<file path="src/rtl/whackamole_pkg.sv">
// Shared types and constants for the whack-a-mole game engine.
// State encoding, LFSR tap mask and default seed.
package whackamole_pkg;

  localparam int STATE_W = 2;

  typedef enum logic [STATE_W-1:0] {
    IDLE = 2'd0,
    PLAY = 2'd1,
    OVER = 2'd2
  } state_t;

  // Feedback taps 16,14,13,11 mapped onto bits 15,13,12,10
  localparam logic [15:0] LFSR_TAPS = 16'hB400;

  localparam logic [15:0] DEFAULT_SEED = 16'hACE1;

endpackage

</file>
<file path="src/rtl/mole_lfsr.sv">
// Free-running 16-bit Fibonacci LFSR used for mole selection.
// Shifts left every clock; reloads the seed on reset.
module mole_lfsr
  import whackamole_pkg::*;
(
  input  logic        clock,
  input  logic        reset,
  input  logic [15:0] seed,
  output logic [15:0] rnd
);

  logic feedback;

  assign feedback = ^(rnd & LFSR_TAPS);

  // Advance one step per clock in every game state
  always_ff @(posedge clock) begin
    if (!reset) rnd <= seed;
    else        rnd <= {rnd[14:0], feedback};
  end

endmodule

</file>
<file path="src/rtl/whackamole_core.sv">
// Whack-a-mole engine: FSM, mole spawn/age, round timer, score, misses.
// Define WHACKAMOLE_PENALTY_EN to make wrong presses also cost a point.
module whackamole_core
  import whackamole_pkg::*;
#(
  parameter int          NUM_MOLES   = 5,
  parameter int          ROUND_TICKS = 30,
  parameter int          MOLE_TICKS  = 2,
  parameter int          SCORE_W     = 8,
  parameter logic [15:0] LFSR_SEED   = DEFAULT_SEED
) (
  input  logic                               clock,
  input  logic                               reset,
  input  logic                               tick,
  input  logic                               start,
  input  logic [NUM_MOLES-1:0]               hit_btn,
  output logic [NUM_MOLES-1:0]               mole_led,
  output logic [SCORE_W-1:0]                 score,
  output logic [SCORE_W-1:0]                 misses,
  output logic [$clog2(ROUND_TICKS+1)-1:0]   time_left,
  output logic                               playing,
  output logic                               game_over
);

  localparam int TW = $clog2(ROUND_TICKS+1);
  localparam int IW = $clog2(NUM_MOLES);
  localparam int AW = $clog2(MOLE_TICKS+1);
  localparam logic [SCORE_W-1:0] SAT = '1;

  state_t state;
  state_t nextState;

  logic [15:0]          rnd;
  logic [7:0]           rawIdx;
  logic [IW-1:0]        moleIdx;
  logic [IW-1:0]        pickIdx;
  logic [NUM_MOLES-1:0] pickLed;
  logic [AW-1:0]        age;

  logic inPlay;
  logic doStart;
  logic hitOk;
  logic wrongPress;
  logic tickPlay;
  logic lastTick;
  logic escape;
  logic spawn;

  logic [1:0]         missInc;
  logic [SCORE_W:0]   missSum;
  logic [SCORE_W-1:0] missNext;

  mole_lfsr uLfsr (
    .clock (clock),
    .reset (reset),
    .seed  (LFSR_SEED),
    .rnd   (rnd)
  );

  assign inPlay     = (state == PLAY);
  assign doStart    = start && !inPlay;
  assign hitOk      = inPlay && (|(hit_btn & mole_led));
  assign wrongPress = inPlay && (|hit_btn) && !hitOk;
  assign tickPlay   = inPlay && tick;
  assign lastTick   = tickPlay && (time_left == TW'(1));
  assign escape     = tickPlay && !hitOk
                    && (age == AW'(MOLE_TICKS-1));
  assign spawn      = doStart
                    || (inPlay && !lastTick && (hitOk || escape));

  assign rawIdx  = rnd[7:0] % 8'(NUM_MOLES);
  assign pickLed = NUM_MOLES'(1) << pickIdx;

  // Pick a new mole, stepping past the previous one on a repeat
  always_comb begin
    pickIdx = IW'(rawIdx);
    if (IW'(rawIdx) == moleIdx) begin
      if (moleIdx == IW'(NUM_MOLES-1)) pickIdx = '0;
      else                             pickIdx = moleIdx + IW'(1);
    end
  end

  // Escape and wrong press in one cycle each cost one miss
  always_comb begin
    missInc  = {1'b0, escape} + {1'b0, wrongPress};
    missSum  = {1'b0, misses} + (SCORE_W+1)'(missInc);
    missNext = (missSum > {1'b0, SAT}) ? SAT : missSum[SCORE_W-1:0];
  end

  // State register
  always_ff @(posedge clock) begin
    if (!reset) state <= IDLE;
    else        state <= nextState;
  end

  // Next-state logic
  always_comb begin
    nextState = state;
    unique case (state)
      IDLE:    if (start)    nextState = PLAY;
      PLAY:    if (lastTick) nextState = OVER;
      OVER:    if (start)    nextState = PLAY;
      default:               nextState = IDLE;
    endcase
  end

  // Status outputs decoded from the state register
  always_comb begin
    playing   = (state == PLAY);
    game_over = (state == OVER);
  end

  // Round timer
  always_ff @(posedge clock) begin
    if (!reset)        time_left <= TW'(ROUND_TICKS);
    else if (doStart)  time_left <= TW'(ROUND_TICKS);
    else if (tickPlay) time_left <= time_left - TW'(1);
  end

  // Active mole and its age; a hit or escape respawns at age 0
  always_ff @(posedge clock) begin
    if (!reset) begin
      mole_led <= '0;
      moleIdx  <= '0;
      age      <= '0;
    end else if (spawn) begin
      mole_led <= pickLed;
      moleIdx  <= pickIdx;
      age      <= '0;
    end else if (lastTick) begin
      mole_led <= '0;
    end else if (tickPlay) begin
      age      <= age + AW'(1);
    end
  end

  // Score, saturating at both ends
  always_ff @(posedge clock) begin
    if (!reset) begin
      score <= '0;
    end else if (doStart) begin
      score <= '0;
    end else if (hitOk) begin
      if (score != SAT) score <= score + SCORE_W'(1);
`ifdef WHACKAMOLE_PENALTY_EN
    end else if (wrongPress) begin
      if (score != '0) score <= score - SCORE_W'(1);
`endif
    end
  end

  // Miss counter
  always_ff @(posedge clock) begin
    if (!reset)       misses <= '0;
    else if (doStart) misses <= '0;
    else              misses <= missNext;
  end

endmodule

</file>
<file path="config.mk">
export PLATFORM = sky130hd
export DESIGN_NAME = whackamole_core
export DESIGN_NICKNAME = d
export VERILOG_FILES = /design/src/rtl/whackamole_pkg.sv /design/src/rtl/mole_lfsr.sv /design/src/rtl/whackamole_core.sv
export SDC_FILE = /design/constraint.sdc
export NUM_CORES = 1
export LEC_CHECK = 0
export CAP_MARGIN = 40
export CORE_UTILIZATION = 25
export CTS_CLUSTER_SIZE = 30
export DETAILED_ROUTE_END_ITERATION = 10
export HOLD_SLACK_MARGIN = 0.08
export PLACE_DENSITY = 0.4
export SLEW_MARGIN = 20
export SYNTH_ARGS = -nofsm -noshare
export SYNTH_HDL_FRONTEND = slang
export SYNTH_SLANG_ARGS = --single-unit
</file>
<file path="constraint.sdc">
create_clock -name clock -period 9.6 [get_ports clock]
set_input_delay 1.44 -clock clock [delete_from_list [all_inputs] [get_ports clock]]
set_output_delay 1.44 -clock clock [all_outputs]
set_load 0.01 [all_outputs]
</file>
==> results by group <==
Critical path
  • Critical path class: flip-flop to flip-flop
  • CP startpoint: uLfsr.rnd[2]$_SDFF_PN0_
  • Cells along the critical path: nor4bb_1 > a211oi_1 > a31oi_1 > or3_4 > clkinv_1 > ha_1 > nor4_1 > o21ai_1 > mux2_2 > ha_1 > nand2b_1 > a211oi_4 > a211oi_1 > or3_1 > a22oi_1 > nor2_1 > a22o_1
  • Worst setup SP type: flip-flop
  • Crit path arrival time: 5210 ps
  • WP data required: around 9800 ps
  • Worst path max stage delay: 670 ps
  • R2r startpoint: uLfsr.rnd[2]$_SDFF_PN0_
  • Critical Path Slowest Stage Cell: dfxtp_1
  • R2R setup slack: 4570 ps
  • Reg-to-Reg End: mole_led[2]$_SDFFE_PN0P_
  • Crit end category: flip-flop
  • CP max FO: 18
  • R2R depth: 17

Finish
  • Area growth syn-to-layout: 22.0%
  • Final instance area: 3690 µm²
  • Nets: 408
  • Diode count: 0
  • Layout cell share with drive strength beyond 1: slightly above 5%

Synthesis
  • Synth Flop Type: dfxtp_1
  • Syn_nets: 376
  • Post-Syn Area: 3030 µm²
  • Count leader, synth: dfxtp_1
  • Largest cells by area after synthesis: dfxtp_1, ha_1, xnor2_1
  • Post-synth EDFFs: 0
  • Post-synthesis area per instance: 8.53 µm²
  • Yosys Warn Count: 0
  • Register bit total from synthesis: 49
  • Seq/Total Area, Yosys: 32.4%
  • Most frequent cells after synthesis: dfxtp_1, nor2_1, nand2_1, nand2b_1, inv_1
  • Post-synthesis async set-or-reset flop share: 0%
  • Post-synth cell types: about 70
  • Post-synth top area share: 32.4%
  • Leading area contributor after synthesis: dfxtp_1
  • Mapped Cells: 355

Drt
  • WL/cell: 13.6 µm
  • Top Layer Used: met4
  • Post-route ant nets: 0
  • Met1 WL: 3.70 mm
  • Vias post-DR: 2,629
  • Met2 routed WL: 3.16 mm
  • Metal3 WL: 287 µm
  • DR DRC count: 0
  • First-pass iteration count of the detailed router: 5
  • Final WL: between 7 and 8 mm
  • Via density: 4.95
  • DR iter-0 viols: 161

Clocking
  • Hold-fix buffers, CTS: 0
  • # H-tree levels: 2
  • CTS tree: yes
  • Setup bufs post-CTS: 0
  • Sink Count: 49
  • Max clock buf depth: 2
  • Post-CTS resize count: 0
  • CTS Buf Count: 5
  • Root Driver: clkbuf_16
  • Clock Latency Late Sink: 290 ps
  • Clock transition at the registers of the reported paths: roughly 70 ps

STA
  • Actual slew at the worst max-slew pin: between 600 and 700 ps
  • Slew margin rel.: 55.8%
  • Max Fclk: 199 MHz
  • Final setup violation count: 0
  • Crit path time final: between 5000 and 6000 ps
  • Final Skew: 3.44 ps
  • Slew Limit Fails: 0
  • RSZ-0062 raised after global routing: false
  • Final Hold Vio Count: 0
  • Setup TNS: 0 ps
  • Final period util: 52.4%

Flow run
  • Max_cap viols: 0

Global route
  • First-pass GRT wire length: 12.5 mm
  • Gr usage total: 12.0%
  • Largest net degree at the start of global routing: 19
  • Gr ovfl total: 0
  • Number of global-route vias before repair: roughly 2.6k
  • Initial antenna violation count: 0

Placed design
  • Area after DPL: about 3500 µm²
  • Detail Placement HPWL: 5.37 mm
  • GPL Wtd Cong: 0.784
  • Input/output buffers: 36

Worst hold path
  • Hold Startpoint: uLfsr.rnd[14]$_SDFF_PN0_
  • WHS Path Cells: 1
  • WHS Endpoint: uLfsr.rnd[15]$_SDFF_PN1_
  • Tightest Hold Check Type: flip-flop to flip-flop

Power and ir drop
  • Power Dens Cells: about 190 nW/µm²
  • Leak pwr: 1.36 nW
  • Max IR drop VDD: 101 µV

Floorplanning
  • # rows: 39
  • Die height: 112 µm
  • Die Area: 12,600 µm²
  • Die width: ~110 µm
  • Initial Util: 26.1%
  • # IOs: 37
  • Core area: ~12,000 µm²

Status
  • Status: finished clean
## critical path, delay by kind of cell (launching register included)
| kind | cells | cell delay, ps |
|---|---|---|
| multiplexers | 1 | 320 |
| buffers and inverters | 1 | 170 |
| adder cells (fa/ha/maj) | 2 | 610 |
| AND/OR/NAND/NOR | 6 | 1690 |
| flip-flops | 1 | 670 |
| AO/OA/AOI/OAI | 7 | 1450 |
## through the flow
stage | worst slack (ps) | total power [W] | hold WS, ps | utilization [%] | cells
floorplan | 5250 | 0.000401 | 386 | - | 355
global placement | 4750 | 0.000464 | 398 | 30.1 | 523
detailed placement | 4590 | 0.000460 | 397 | 30.1 | 523
CTS | 4580 | 0.000692 | 417 | 31.8 | 531
global route | 4040 | 0.000728 | 442 | 31.8 | 531
finish | 4570 | 0.000684 | 412 | 31.8 | 531
## cells in the final DEF (no fill, tap or decap), types with 6 or more instances in the layout
cell type	Yosys	routed
and2_1	8	8
nor2_1	31	31
ha_1	11	11
nand2_1	24	24
dfxtp_1	49	49
o21ai_0	8	8
nor2b_1	6	6
xnor2_1	14	14
nor3_1	9	9
a21oi_1	14	14
mux2i_1	6	6
xor2_1	11	11
nand2b_1	19	19
inv_1	18	18
nand3_1	17	17
nor4bb_1	6	6
clkdlybuf4s50_1	0	36
## layer usage
layer / vias up / GRT usage, %
met1: 1235 / 16.3
met3: 4 / 2.65
met5: - / 0
met4: 0 / 3.29
li1: 1353 / -
met2: 37 / 19.2
## state kept, by name (all words and copies together), names as in the netlist
signal / count
moleIdx: 3
mole_led: 5
misses: 8
state: 2
uLfsr.rnd: 16
time_left: 5
age: 2
score: 8
## cell families (layout without fill, tap and decap cells)
logic type / Yosys count / after routing / synth area share, %
simple gates: 154 / 154 / 28.5
xor+xnor: 25 / 25 / 7.23
mux: 8 / 8 / 2.73
buf+inv: 30 / 63 / 4.59
compound gates: 77 / 77 / 19.3
flops: 49 / 49 / 32.4
fa+ha+maj: 12 / 12 / 5.21
## power breakdown
part	switching, W	internal [W]
combinational	0.000118	0.0000957
clock	0.0000789	0.000150
sequential	0.0000228	0.000218
total	0.000220	0.000464
## how the worst max path moves through the flow
| stage | endpoint | slack, ps |
|---|---|---|
| finish | mole_led[2]$_SDFFE_PN0P_ | 4570 |
| global placement | mole_led[0]$_SDFFE_PN0P_ | 4750 |
| global route | mole_led[2]$_SDFFE_PN0P_ | 4040 |
| CTS | mole_led[2]$_SDFFE_PN0P_ | 4580 |
| floorplan | mole_led[4]$_SDFFE_PN0P_ | 5250 |
| detailed placement | mole_led[0]$_SDFFE_PN0P_ | 4590 |
## final cells by class
type | instances | area [µm²]
Inverter | 19 | 71.3
Sequential cell | 49 | 981
Multi-Input combinational cell | 276 | 1910
Clock inverter | 3 | 68.8
Clock buffer | 5 | 125
Tap cell | 143 | 179
Timing Repair Buffer | 36 | 360
Fill cell | 1255 | 7920
Note: power is estimated with default switching activity, not from simulation.
